<file path="config.mk">
export PLATFORM = sky130hd
export DESIGN_NAME = lcd_ctrl
export DESIGN_NICKNAME = d
export VERILOG_FILES = /design/src/rtl/lcd_ctrl.sv
export SDC_FILE = /design/constraint.sdc
export NUM_CORES = 1
export LEC_CHECK = 0
export BUFFER_PORTS_ARGS = -buffer_cell sky130_fd_sc_hd__buf_2
export CAP_MARGIN = 20
export CORE_ASPECT_RATIO = 0.8
export CORE_MARGIN = 1.5
export CORE_UTILIZATION = 50
export CTS_CLUSTER_SIZE = 16
export DETAILED_ROUTE_END_ITERATION = 8
export GPL_TIMING_DRIVEN = 0
export HOLD_SLACK_MARGIN = 0.05
export PLACE_DENSITY = 0.74
export SYNTH_ARGS = -nofsm -noshare
export SYNTH_HDL_FRONTEND = slang
export SYNTH_SLANG_ARGS = --single-unit
export TNS_END_PERCENT = 20
</file>
<file path="constraint.sdc">
create_clock -name sys_clk -period 3.9 [get_ports sys_clk]
set_clock_uncertainty 0.05 [all_clocks]
set_input_delay 0.78 -clock sys_clk [delete_from_list [all_inputs] [get_ports sys_clk]]
set_output_delay 0.78 -clock sys_clk [all_outputs]
set_load 0.02 [all_outputs]
</file>
<file path="src/rtl/lcd_ctrl.sv">
// LCD path sequencer: hands the single lcd_write port to lcd_init, then
// arbitrates it between the picture and character jobs with a stall watchdog.
module lcd_ctrl #(
  parameter logic [23:0] TIMEOUT_CYC = 24'd5_000_000
) (
  input  logic       sys_clk,
  input  logic       sys_rst_n,
  input  logic [8:0] init_data,
  input  logic       en_write_init,
  input  logic       init_done,
  output logic       wr_done_init,
  input  logic       pic_req,
  output logic       pic_start,
  input  logic [8:0] show_pic_data,
  input  logic       en_write_show_pic,
  input  logic       show_pic_done,
  output logic       wr_done_pic,
  input  logic       char_req,
  output logic       char_start,
  input  logic [8:0] show_char_data,
  input  logic       en_write_show_char,
  input  logic       show_char_done,
  output logic       wr_done_char,
  input  logic       wr_done,
  output logic [8:0] lcd_data,
  output logic       lcd_en_write,
  output logic       busy,
  output logic       timeout_err,
  output logic [7:0] job_cnt
);

  typedef enum logic [2:0] {S_INIT, S_IDLE, S_START, S_PIC, S_CHAR} state_t;

  state_t      state, state_next;
  logic        grant_pic, grant_pic_next;   // winner picked in IDLE
  logic        last_pic, last_pic_next;     // 1 = picture was served last
  logic [23:0] tmo_cnt, tmo_cnt_next;
  logic        timeout_err_next;
  logic [7:0]  job_cnt_next;
  logic [8:0]  lcd_data_next;
  logic        lcd_en_write_next;

  logic        has_owner;
  logic [8:0]  own_data;
  logic        own_en;

  always_ff @(posedge sys_clk or negedge sys_rst_n) begin
    if (!sys_rst_n) begin
      state        <= S_INIT;
      grant_pic    <= 1'b0;
      last_pic     <= 1'b0;
      tmo_cnt      <= 24'd0;
      timeout_err  <= 1'b0;
      job_cnt      <= 8'd0;
      lcd_data     <= 9'h000;
      lcd_en_write <= 1'b0;
    end else begin
      state        <= state_next;
      grant_pic    <= grant_pic_next;
      last_pic     <= last_pic_next;
      tmo_cnt      <= tmo_cnt_next;
      timeout_err  <= timeout_err_next;
      job_cnt      <= job_cnt_next;
      lcd_data     <= lcd_data_next;
      lcd_en_write <= lcd_en_write_next;
    end
  end

  always_comb begin
    has_owner = 1'b0;
    own_data  = 9'h000;
    own_en    = 1'b0;
    case (state)
      S_INIT: begin has_owner = 1'b1; own_data = init_data;      own_en = en_write_init;      end
      S_PIC:  begin has_owner = 1'b1; own_data = show_pic_data;  own_en = en_write_show_pic;  end
      S_CHAR: begin has_owner = 1'b1; own_data = show_char_data; own_en = en_write_show_char; end
      default: ;
    endcase
  end

  always_comb begin
    state_next       = state;
    grant_pic_next   = grant_pic;
    last_pic_next    = last_pic;
    tmo_cnt_next     = 24'd0;
    timeout_err_next = timeout_err;
    job_cnt_next     = job_cnt;
    case (state)
      S_INIT: if (init_done) state_next = S_IDLE;
      S_IDLE: begin
        if (pic_req || char_req) begin
          // On a tie the side not served last wins.
          grant_pic_next   = pic_req && (!char_req || !last_pic);
          timeout_err_next = 1'b0;
          state_next       = S_START;
        end
      end
      S_START: state_next = grant_pic ? S_PIC : S_CHAR;
      S_PIC, S_CHAR: begin
        if (own_en || wr_done) tmo_cnt_next = 24'd0;
        else if (tmo_cnt != 24'hFF_FFFF) tmo_cnt_next = tmo_cnt + 24'd1;
        else tmo_cnt_next = tmo_cnt;
        if ((state == S_PIC) ? show_pic_done : show_char_done) begin
          state_next    = S_IDLE;
          job_cnt_next  = job_cnt + 8'd1;
          last_pic_next = (state == S_PIC);
        end else if (tmo_cnt >= TIMEOUT_CYC) begin
          state_next       = S_IDLE;
          timeout_err_next = 1'b1;
          last_pic_next    = (state == S_PIC);
        end
      end
      default: state_next = S_INIT;
    endcase
  end

  // The strobe is suppressed on the owner's final cycle so it never leaks into IDLE.
  always_comb begin
    lcd_data_next     = has_owner ? own_data : lcd_data;
    lcd_en_write_next = has_owner && own_en && (state_next == state);
  end

  assign pic_start    = (state == S_START) && grant_pic;
  assign char_start   = (state == S_START) && !grant_pic;
  assign busy         = (state != S_IDLE);
  assign wr_done_init = wr_done && (state == S_INIT);
  assign wr_done_pic  = wr_done && (state == S_PIC);
  assign wr_done_char = wr_done && (state == S_CHAR);

endmodule

</file>
==> metrics.txt <==
# TYPE chip_impl_metric gauge
chip_impl_info{name="synth_top_flop_cell",value="dfrtp_1"} 1
chip_impl_metric{name="place_ws",unit="ns"} 1.56
chip_impl_info{name="synth_area_leaders",value="dfrtp_1 (42%), mux2i_1 (5.2%), nor2_1 (4.2%), a21oi_1 (3.6%), xnor2_1 (3.3%)"} 1
chip_impl_metric{name="clock_path_buffers",unit=""} 2
chip_impl_info{name="rsz0062_at_grt",value="no"} 1
chip_impl_metric{name="drc",unit=""} 0
chip_impl_metric{name="overflow",unit=""} 0
chip_impl_metric{name="total_leakage_power",unit="nW"} 1.54
chip_impl_metric{name="drive_above_1_share",unit="%"} 25.0
chip_impl_metric{name="layout_setup_ws",unit="ns"} 1.24
chip_impl_info{name="post_synth_most_frequent_cells",value="dfrtp_1 (48), nor2_1 (32), a21oi_1 (21)"} 1
chip_impl_info{name="synth.largest_area_cell",value="dfrtp_1"} 1
chip_impl_metric{name="slew_violations",unit=""} 0
chip_impl_metric{name="floorplan.initialDensity",unit="%"} 52.3
chip_impl_metric{name="cts_bufs_inserted",unit=""} 5
chip_impl_metric{name="synth_area_per_cell",unit="um^2"} 9.23
chip_impl_metric{name="number_of_buffers_inserted_for_hold_repair_after_clock_tree_synthesis",unit=""} 0
chip_impl_metric{name="worst_slew_margin_rel",unit="%"} 57.8
chip_impl_metric{name="worst_ep_arrival_time",unit="ns"} 1.83
chip_impl_metric{name="clkTransAtPathRegs",unit="ns"} 0.09
chip_impl_metric{name="post_cts_resize_count",unit=""} 0
chip_impl_metric{name="antenna_cells_inserted",unit=""} 0
chip_impl_metric{name="finalSetupTns",unit="ns"} 0
chip_impl_metric{name="final_hold_viol_count",unit=""} 0
chip_impl_metric{name="final_min_period_over_clock_period",unit="%"} 68.1
chip_impl_metric{name="floorplan.rows",unit=""} 24
chip_impl_metric{name="io_buffers",unit=""} 62
chip_impl_metric{name="route.detailed.wl_per_inst",unit="um"} 14.2
chip_impl_metric{name="cts_post_setup_buffers_inserted",unit=""} 0
chip_impl_info{name="crit_path_start_kind",value="flop"} 1
chip_impl_metric{name="synth_cell_area",unit="um^2"} 2890
chip_impl_metric{name="ys.warnings.count",unit=""} 0
chip_impl_metric{name="grt_antenna_before_repair",unit=""} 0
chip_impl_metric{name="power_density",unit="nW/um^2"} 557
chip_impl_metric{name="clk_latency",unit="ns"} 0.31
chip_impl_metric{name="via_count",unit=""} 2603
chip_impl_metric{name="final_period_minus_worst_setup_slack",unit="ns"} 2.66
chip_impl_metric{name="cts_num_sinks",unit=""} 48
chip_impl_metric{name="die_x",unit="um"} 88.0
chip_impl_metric{name="globalRouteTotalUtil",unit="%"} 22.4
chip_impl_metric{name="global_route_wire_length_before_repair",unit="um"} 11100
chip_impl_metric{name="crit_fanout",unit=""} 10
chip_impl_metric{name="synth.top_cell.area_share",unit="%"} 41.6
chip_impl_metric{name="grt_max_degree",unit=""} 49
chip_impl_metric{name="synthCells",unit=""} 313
chip_impl_metric{name="synth-seq-cells",unit=""} 48
chip_impl_metric{name="numPlacedInstances",unit=""} 453
chip_impl_metric{name="core",unit="um^2"} 5530
chip_impl_info{name="cts_root_buffer",value="clkbuf_8"} 1
chip_impl_metric{name="die_height",unit="um"} 71
chip_impl_metric{name="num_io_pins",unit=""} 63
chip_impl_info{name="timing.hold.worst.class",value="input port to async pin"} 1
chip_impl_metric{name="drv_cap",unit=""} 0
chip_impl_metric{name="h-tree-depth",unit=""} 2
chip_impl_metric{name="max_slew.worst_pin.slew",unit="ns"} 0.628
chip_impl_metric{name="synth_async_sr_flop_share",unit="%"} 100
chip_impl_metric{name="crit_required",unit="ns"} 3.07
chip_impl_info{name="most_common_cell_in_the_netlist",value="dfrtp_1"} 1
chip_impl_metric{name="synth.distinct_cells",unit=""} 56
chip_impl_info{name="critical_path_class",value="flop to output pin"} 1
chip_impl_metric{name="postRouteAntennaNets",unit=""} 0
chip_impl_metric{name="place.gp.congestion",unit=""} 0.833
chip_impl_metric{name="timing.final.setup_violations",unit=""} 0
chip_impl_metric{name="synthToLayoutAreaGrowth",unit="%"} 18.7
chip_impl_metric{name="fmaxAchievable",unit="GHz"} 0.376
chip_impl_metric{name="worst_ir_drop_vdd",unit="V"} 0.000209
chip_impl_metric{name="synth_nets",unit=""} 354
chip_impl_info{name="outcome",value="finished, final reports clean"} 1
chip_impl_metric{name="synth.yosys.seq_area_share",unit="%"} 41.6
chip_impl_metric{name="routed_via_density",unit=""} 5.63
chip_impl_metric{name="synth_enable_flop_cells",unit=""} 0
chip_impl_metric{name="layout.cells.non_filler",unit=""} 462
chip_impl_metric{name="total_power",unit="mW"} 1.91
chip_impl_metric{name="firstDrtPassIters",unit=""} 4
chip_impl_info{name="tritoncts",value="built"} 1
chip_impl_metric{name="drt_wl_total",unit="um"} 6580
chip_impl_metric{name="fin_nets",unit=""} 424
chip_impl_metric{name="die_area",unit="um^2"} 6250
chip_impl_metric{name="dp_hpwl",unit="um"} 4760
chip_impl_metric{name="initialDrtViolationCount",unit=""} 193
chip_impl_metric{name="via_count_of_the_first_global_routing_pass",unit=""} 2393
chip_impl_info{name="worst_setup_path_end_kind",value="output pin"} 1
==> sequential cells by signal (all words and copies together), names as in the netlist <==
| register | flops |
|---|---|
| tmo_cnt | 24 |
| last_pic | 1 |
| lcd_data | 9 |
| lcd_en_write | 1 |
| job_cnt | 8 |
| state | 3 |
| timeout_err | 1 |
| grant_pic | 1 |
==> metrics by stage <==
stage / hold slack [ns] / utilization (%) / cell area [um^2]
global route: 0.340 / 62.1 / 3430
global placement: 0.401 / 59.7 / 3300
floorplan: 0.434 / - / 2890
CTS: 0.421 / 61.7 / 3410
detailed placement: 0.405 / 59.7 / 3300
finish: 0.328 / 62.1 / 3430
==> critical path, stage by stage (launching register included) <==
cell	delay (ns)
dfrtp_1	0.40
buf_2	0.19
nand2b_1	0.10
clkbuf_1	0.39
nor2_1	0.17
inv_1	0.10
buf_2	0.16
==> layout by cell type, fill, tap and decap left out, types with 6 or more instances in the layout <==
master / n
inv_1: 10
xnor2_1: 11
dfrtp_1: 48
nand2b_1: 12
o21ai_0: 19
a21oi_1: 21
buf_2: 68
nor2_1: 32
o211ai_1: 10
nand3_1: 10
nor4_1: 6
nor3_1: 7
mux2i_1: 15
or3_1: 6
nand4_1: 9
nand2_1: 20
==> where the power goes <==
part           switching (mW)  internal [mW]  leakage [nW]  total, mW
Combinational           0.531          0.336         0.842      0.868
Clock                   0.177          0.190        0.0541      0.367
Sequential             0.0791          0.597         0.641      0.676
Total                   0.787           1.12          1.54       1.91
==> cell type report <==
type / count / area, um^2
clock inverter: 3 / 42.5
inverter: 10 / 37.5
buffer: 16 / 86.3
clock buffer: 5 / 68.8
sequential: 48 / 1200
fill: 496 / 2100
multi-input combinational: 239 / 1570
timing repair buffer: 63 / 330
tap: 78 / 97.6
==> final timing paths <==
check	slack, ns	start	end	depth (start not counted)
setup / recovery	1.24	state[0]	busy	6
hold reg to reg	0.42	job_cnt[7]	job_cnt[7]	1
max in group asynchronous	2.95	sys_rst_n	tmo_cnt[16]	2
hold / removal	0.33	sys_rst_n	job_cnt[5]	1
setup reg to reg	1.81	tmo_cnt[1]	tmo_cnt[9]	7
min in group sys_clk	0.42	job_cnt[7]	job_cnt[7]	1
==> metal layers <==
layer  vias up  wire length, um  global-route usage (%)
li1       1285                -                       -
met1      1253             3370                    32.6
met2        56             2900                    34.1
met3         9              224                    3.73
met4         0               91                    7.05
met5         -                0                       0
==> cells by family after synthesis <==
logic type                 Yosys count  share of synthesized area, %
adders and majority gates            3                          1.30
DFF                                 48                          41.6
muxes                               17                          5.97
buffers and inverters               26                          4.29
AOI/OAI and AO/OA                   79                          19.0
and+or+nand+nor                    124                          23.0
xor gates and xnor gates            16                          4.85
Power figures use the tool's default switching activity.
